### src/rtl/video_cmd_reader.sv
// Command-driven AXI4 read DMA: splits each command into 4 KB-safe INCR bursts and streams R data out tagged with dest/user.
// 1-cycle R-to-stream latency; R is throttled by a 2-entry output buffer. VIDEO_CMD_READER_STATS_EN adds stat_cmds/stat_beats.
module video_cmd_reader #(
  parameter int ADDR_WIDTH      = 64,
  parameter int DATA_WIDTH      = 64,
  parameter int DEST_WIDTH      = 3,
  parameter int USER_WIDTH      = 8,
  parameter int N_DEST          = 1,
  parameter int MAX_BURST       = 16,
  parameter int MAX_OUTSTANDING = 4
) (
  input  logic                  aclk,
  input  logic                  aresetn,
  input  logic [63:0]           cmd_data,
  input  logic                  cmd_valid,
  output logic                  cmd_ready,
  output logic [ADDR_WIDTH-1:0] ar_addr,
  output logic [7:0]            ar_len,
  output logic [2:0]            ar_size,
  output logic [1:0]            ar_burst,
  output logic                  ar_valid,
  input  logic                  ar_ready,
  input  logic [DATA_WIDTH-1:0] r_data,
  input  logic [1:0]            r_resp,
  input  logic                  r_last,
  input  logic                  r_valid,
  output logic                  r_ready,
  output logic [DATA_WIDTH-1:0] s_data,
  output logic [DEST_WIDTH-1:0] s_dest,
  output logic [USER_WIDTH-1:0] s_user,
  output logic                  s_last,
  output logic                  s_valid,
  input  logic                  s_ready,
`ifdef VIDEO_CMD_READER_STATS_EN
  output logic [31:0]           stat_cmds,
  output logic [31:0]           stat_beats,
`endif
  output logic                  busy,
  output logic                  err
);

  localparam int BYTES = DATA_WIDTH / 8;
  localparam int SZ    = $clog2(BYTES);
  localparam int CW    = 22;
  localparam int OW    = $clog2(MAX_OUTSTANDING + 1);
  localparam int EW    = DATA_WIDTH + DEST_WIDTH + USER_WIDTH + 1;

  typedef enum logic {IDLE, RUN} state_t;

  state_t                  state_q, state_d;
  logic [USER_WIDTH-1:0]   user_q;
  logic                    last_q;
  logic [DEST_WIDTH-1:0]   dest_q;
  logic [ADDR_WIDTH-1:0]   next_addr_q;
  logic [CW-1:0]           ar_rem_q;
  logic [CW-1:0]           r_rem_q;
  logic [OW-1:0]           inflight_q;
  logic                    ar_valid_q;
  logic [ADDR_WIDTH-1:0]   ar_addr_q;
  logic [7:0]              ar_len_q;
  logic                    err_q;
  logic [EW-1:0]           mem_q [2];
  logic                    wr_ptr_q, rd_ptr_q;
  logic [1:0]              cnt_q, cnt_d;

  logic                    cmd_acc;
  logic [CW-1:0]           cmd_beats;
  logic [ADDR_WIDTH-1:0]   cmd_addr;
  logic [DEST_WIDTH-1:0]   cmd_dest;
  logic [12:0]             to_4k;
  logic [CW-1:0]           beats_4k, burst_beats;
  logic                    ar_launch, ar_hs, r_hs, r_last_hs, push, pop, final_beat;
  logic                    unused_ok;

  assign unused_ok = ^{cmd_data[39], cmd_data[5:3]};

  assign cmd_ready = cmd_valid && (state_q == IDLE);
  assign cmd_acc   = cmd_ready;
  assign cmd_beats = CW'({cmd_data[54:40], 6'b0}) >> SZ;
  assign cmd_addr  = ADDR_WIDTH'({cmd_data[38:6], 6'b0});

  always_comb begin
    cmd_dest = '0;
    if ({29'b0, cmd_data[2:0]} < 32'(N_DEST)) cmd_dest = DEST_WIDTH'(cmd_data[2:0]);
  end

  // Burst = min(remaining, MAX_BURST, beats left before the next 4 KB page).
  always_comb begin
    to_4k       = 13'd4096 - {1'b0, next_addr_q[11:0]};
    beats_4k    = CW'(to_4k >> SZ);
    burst_beats = ar_rem_q;
    if (burst_beats > CW'(MAX_BURST)) burst_beats = CW'(MAX_BURST);
    if (burst_beats > beats_4k)       burst_beats = beats_4k;
  end

  assign ar_launch  = (state_q == RUN) && !ar_valid_q && (ar_rem_q != '0) &&
                      (inflight_q < OW'(MAX_OUTSTANDING));
  assign ar_hs      = ar_valid_q && ar_ready;
  assign r_ready    = (cnt_q != 2'd2);
  assign r_hs       = r_valid && r_ready;
  assign r_last_hs  = r_hs && r_last;
  assign push       = r_hs;
  assign pop        = s_valid && s_ready;
  assign final_beat = (state_q == RUN) && r_hs && (r_rem_q == CW'(1));

  assign ar_addr  = ar_addr_q;
  assign ar_len   = ar_len_q;
  assign ar_size  = 3'(SZ);
  assign ar_burst = 2'b01;
  assign ar_valid = ar_valid_q;
  assign busy     = (state_q == RUN);
  assign err      = err_q;
  assign s_valid  = (cnt_q != 2'd0);
  assign {s_data, s_dest, s_user, s_last} = mem_q[rd_ptr_q];

  always_comb begin
    state_d = state_q;
    case (state_q)
      IDLE: if (cmd_acc && (cmd_beats != '0)) state_d = RUN;
      RUN:  if (final_beat) state_d = IDLE;
      default: state_d = IDLE;
    endcase
  end

  always_ff @(posedge aclk or negedge aresetn) begin
    if (!aresetn) state_q <= IDLE;
    else          state_q <= state_d;
  end

  always_ff @(posedge aclk or negedge aresetn) begin
    if (!aresetn) begin
      user_q      <= '0;
      last_q      <= 1'b0;
      dest_q      <= '0;
      next_addr_q <= '0;
      ar_rem_q    <= '0;
      r_rem_q     <= '0;
      inflight_q  <= '0;
      ar_valid_q  <= 1'b0;
      ar_addr_q   <= '0;
      ar_len_q    <= '0;
      err_q       <= 1'b0;
    end else begin
      if (cmd_acc) begin
        user_q      <= cmd_data[63:56];
        last_q      <= cmd_data[55];
        dest_q      <= cmd_dest;
        next_addr_q <= cmd_addr;
        ar_rem_q    <= cmd_beats;
        r_rem_q     <= cmd_beats;
      end
      if (ar_launch) begin
        ar_valid_q  <= 1'b1;
        ar_addr_q   <= next_addr_q;
        ar_len_q    <= 8'(burst_beats - CW'(1));
        next_addr_q <= next_addr_q + (ADDR_WIDTH'(burst_beats) << SZ);
        ar_rem_q    <= ar_rem_q - burst_beats;
      end else if (ar_hs) begin
        ar_valid_q  <= 1'b0;
      end
      case ({ar_hs, r_last_hs})
        2'b10:   inflight_q <= inflight_q + OW'(1);
        2'b01:   if (inflight_q != '0) inflight_q <= inflight_q - OW'(1);
        default: inflight_q <= inflight_q;
      endcase
      if (r_hs && (state_q == RUN)) r_rem_q <= r_rem_q - CW'(1);
      if (r_hs && (r_resp != 2'b00)) err_q <= 1'b1;
    end
  end

  // Each entry carries its own tags so a buffered beat keeps them after the next command is latched.
  always_comb begin
    cnt_d = cnt_q;
    if (push && !pop)      cnt_d = cnt_q + 2'd1;
    else if (pop && !push) cnt_d = cnt_q - 2'd1;
  end

  always_ff @(posedge aclk or negedge aresetn) begin
    if (!aresetn) begin
      mem_q[0] <= '0;
      mem_q[1] <= '0;
      wr_ptr_q <= 1'b0;
      rd_ptr_q <= 1'b0;
      cnt_q    <= 2'd0;
    end else begin
      if (push) begin
        mem_q[wr_ptr_q] <= {r_data, dest_q, user_q,
                            last_q && (state_q == RUN) && (r_rem_q == CW'(1))};
        wr_ptr_q        <= ~wr_ptr_q;
      end
      if (pop) rd_ptr_q <= ~rd_ptr_q;
      cnt_q <= cnt_d;
    end
  end

`ifdef VIDEO_CMD_READER_STATS_EN
  logic [31:0] stat_cmds_q, stat_beats_q;

  always_ff @(posedge aclk or negedge aresetn) begin
    if (!aresetn) begin
      stat_cmds_q  <= '0;
      stat_beats_q <= '0;
    end else begin
      if (final_beat) stat_cmds_q  <= stat_cmds_q + 32'd1;
      if (pop)        stat_beats_q <= stat_beats_q + 32'd1;
    end
  end

  assign stat_cmds  = stat_cmds_q;
  assign stat_beats = stat_beats_q;
`endif

endmodule
### config.mk
export PLATFORM = sky130hd
export DESIGN_NAME = video_cmd_reader
export DESIGN_NICKNAME = d
export VERILOG_FILES = /design/src/rtl/video_cmd_reader.sv
export SDC_FILE = /design/constraint.sdc
export NUM_CORES = 1
export LEC_CHECK = 0
export CORE_MARGIN = 4
export CORE_UTILIZATION = 40
export DETAILED_ROUTE_END_ITERATION = 8
export GPL_TIMING_DRIVEN = 0
export PLACE_DENSITY = 0.62
export RECOVER_POWER = 50
export SLEW_MARGIN = 10
export SYNTH_ARGS = -nofsm -noshare
export SYNTH_HDL_FRONTEND = slang
export SYNTH_SLANG_ARGS = --single-unit
### constraint.sdc
create_clock -name aclk -period 6.9 [get_ports aclk]
set_input_delay 1.035 -clock aclk [delete_from_list [all_inputs] [get_ports aclk]]
set_output_delay 1.035 -clock aclk [all_outputs]
set_load 0.01 [all_outputs]
==> summary.txt <==
Clock tree
  – Setup Fix Bufs, Post-CTS: 0
  – CTS Buf Count: 41
  – # resized after CTS: 0
  – Hold_buf cts: 0
  – Clock Root Buffer: clkbuf_16
  – Latest clock arrival within the worst-skew pair: 560 ps
  – Clk buf depth: 3
  – CTS sink count: 348
  – Clock transition at path regs: approximately 60 ps
  – CTS tree: built
  – H-Tree Depth: 2

Routing
  – Vias per cell: 5.37
  – Routed len/inst: 19.4 µm
  – First-pass detailed-route iteration total: 5
  – Final ANT Viol Nets: 0
  – WL final: 52400 µm
  – # DRC: 0
  – 1st-iter DRT viols: 1002
  – Vias: between 10000 and 15000

Synth
  – YS warnings: 0
  – Asr flop ratio synth: 1.00
  – Syn Std Cell Area: approximately 18000 µm²
  – Number of synthesized flops with an enable pin: 0
  – Area leader, netlist: dfrtp_1
  – Sequential area share after synthesis: 0.483
  – Most used DFF post-synth: dfrtp_1
  – Mapped Avg Cell Area: roughly 11 µm²
  – Cells after synthesis: 1717
  – Post-synth cell types: 83
  – Main area contributors after synthesis: dfrtp_1, mux2_2, nand2_1, ha_1, o21ai_0
  – Synth Register Bits: 348
  – Synth top area share: 0.483

STA
  – Pins Over Slew Limit: 82
  – Max transition margin: -2.31
  – Post-route setup TNS: 0 ps
  – Part of the cycle the worst path needs: 0.923
  – RSZ-0062 raised after global routing: no
  – Min Tclk post-route: between 6000 and 7000 ps
  – Fmax: 0.157 GHz
  – Final setup violation count: 0
  – Slew @ Worst Pin: 4970 ps
  – Final Hold Viols: 0
  – Worst clock skew: 15.6 ps

Power
  – Flop pwr share: 0.305
  – Gate power share: 0.504
  – Pint: 6890 µW
  – Leakage: 0.0103 µW
  – Total power: 11200 µW
  – Switch Pwr: 4260 µW
  – Clock power share: 0.191
  – VDD IR-drop max: approximately 0.23 mV
  – Switching Fraction: 0.382
  – Pwr dens: 483 nW/µm²

Cells and area
  – Area growth syn-to-layout: 28.0%
  – Fill cells: 3966
  – Commonest non-fill, non-tap cell in the layout: dfrtp_1
  – Most frequent cells in the layout: dfrtp_1, nand2_1, clkdlybuf4s50_1
  – # nets final: ~2300
  – Share of cells above drive strength 1: 0.170
  – Finished layout cell area: 23100 µm²

Setup path
  – Crit path buf inv count: 5
  – Worst setup path category: flop to flop
  – CP required: 7380 ps
  – CP Capture Type: flop
  – Startpoint types: flop
  – Critical Path AT: between 6000 and 7000 ps
  – Worst path top cell family by delay: compound AO/OA/AOI/OAI gates
  – CP max-delay cell: nor4_1
  – Largest stage delay on the critical path: 460 ps
  – CP max FO: 10

Placed design
  – DP Wirelength: 38400 µm
  – Dpl cell area: 21800 µm²
  – Port bufs: between 200 and 300
  – Gpl congestion: about 0.9

Job
  – Max-cap violation count: 1

Floorplan
  – Num ports: 296
  – Die Span X: 220 µm
  – Starting Density: 0.406
  – Die height: 220 µm
  – Die Area: 48500 µm²
  – Core Area: 44400 µm²
  – Core Rows: 77

GRT
  – Total grt overflow: 0
  – GRT Util Overall: 0.211
  – Initial antenna violation count: 10
  – First-pass GRT wire length: roughly 80000 µm
  – Vias in the first global route: 14600
  – Largest net degree at the start of global routing: 114

Outcome
  – Failing checks: max-capacitance violations, max-slew violations
  – Outcome: finished with violations

Min path
  – Worst hold path class: flop to flop
==> Yosys cell counts, types with 20 or more instances <==
library cell and n:
a21oi_1 37, and3_1 21, clkbuf_1 47, dfrtp_1 348
ha_1 59, inv_1 35, mux2_2 225, mux2i_1 32
nand2_1 344, nand3_1 39, nor2_1 65, nor3_1 20
o21ai_0 67, xnor2_1 22, xor2_1 21
==> kinds of logic (layout without fill, tap and decap cells) <==
family / Yosys count / count (layout) / share of synthesized area
AND/OR/NAND/NOR: 601 / 601 / 0.156
flip-flops: 348 / 348 / 0.483
AO/OA/AOI/OAI: 274 / 274 / 0.105
multiplexers: 259 / 259 / 0.160
buffers and inverters: 128 / 478 / 0.0304
adder cells (fa/ha/maj): 62 / 62 / 0.0443
XOR/XNOR: 43 / 43 / 0.0209
other: 2 / 39 / 0.000416
==> state kept, by name, indices dropped and copies added, names as in the netlist, 2 cells and up <==
| name | flops |
|---|---|
| user_q | 8 |
| ar_len | 8 |
| cnt_q | 2 |
| ar_rem_q | 22 |
| next_addr_q | 61 |
| dest_q | 3 |
| mem_q | 152 |
| r_rem_q | 22 |
| ar_addr | 61 |
| inflight_q | 3 |
==> per-stage QoR <==
step,instances,util,setup WS (ps),hold WS [ps]
after floorplan,1751,-,1660,446
after global placement,2623,0.489,-10730,460
after detailed placement,2626,0.491,514,462
after CTS,2693,0.520,488,478
after global routing,2694,0.519,32.5,490
final,2696,0.520,532,472
==> routing by layer <==
layer	vias to the layer above	track usage	wire (µm)
met4	16	0.0505	1190
met3	88	0.0639	4510
li1	6784	-	-
met5	-	0	75
met2	466	0.335	23600
met1	7123	0.285	23100
==> worst min-delay path, stage by stage (launching register included) <==
cell and delay, ps:
dfrtp_1 330, nand2_1 50, nand2_1 60
==> final cells by class <==
type                       count  area [µm²]  area share
inverter                      37         139     0.00602
timing repair buffer         283        2860       0.124
tap                          592         741      0.0321
sequential                   348        8710       0.377
buffer                        91         410      0.0178
clock buffer                  57        1190      0.0515
multi-input combinational   1275        8910       0.386
clock inverter                10         118     0.00510
antenna                        3        7.51    0.000325
==> power groups by stage <==
stage | sequential [µW] | combinational [µW] | clock [µW]
finish | 3400 | 5630 | 2130
global route | 3510 | 6160 | 2280
CTS | 3400 | 5660 | 2200
detailed placement | 3430 | 5620 | 0
global placement | 3400 | 5520 | 0
floorplan | 3330 | 3630 | 0
==> worst paths after layout <==
kind                            slack, ps         start              end  depth (start not counted)
worst min-delay path                  470    ar_addr[7]       ar_addr[7]                          2
max in group asynchronous            1630       aresetn      ar_addr[39]                          3
min in group asynchronous            2270       aresetn        mem_q[97]                          1
worst max-delay path                  530  ar_rem_q[13]  next_addr_q[53]                         25
worst min register to register        470    ar_addr[7]       ar_addr[7]                          2
worst max register to register        530  ar_rem_q[13]  next_addr_q[53]                         25
(Power assumes the default switching activity.)
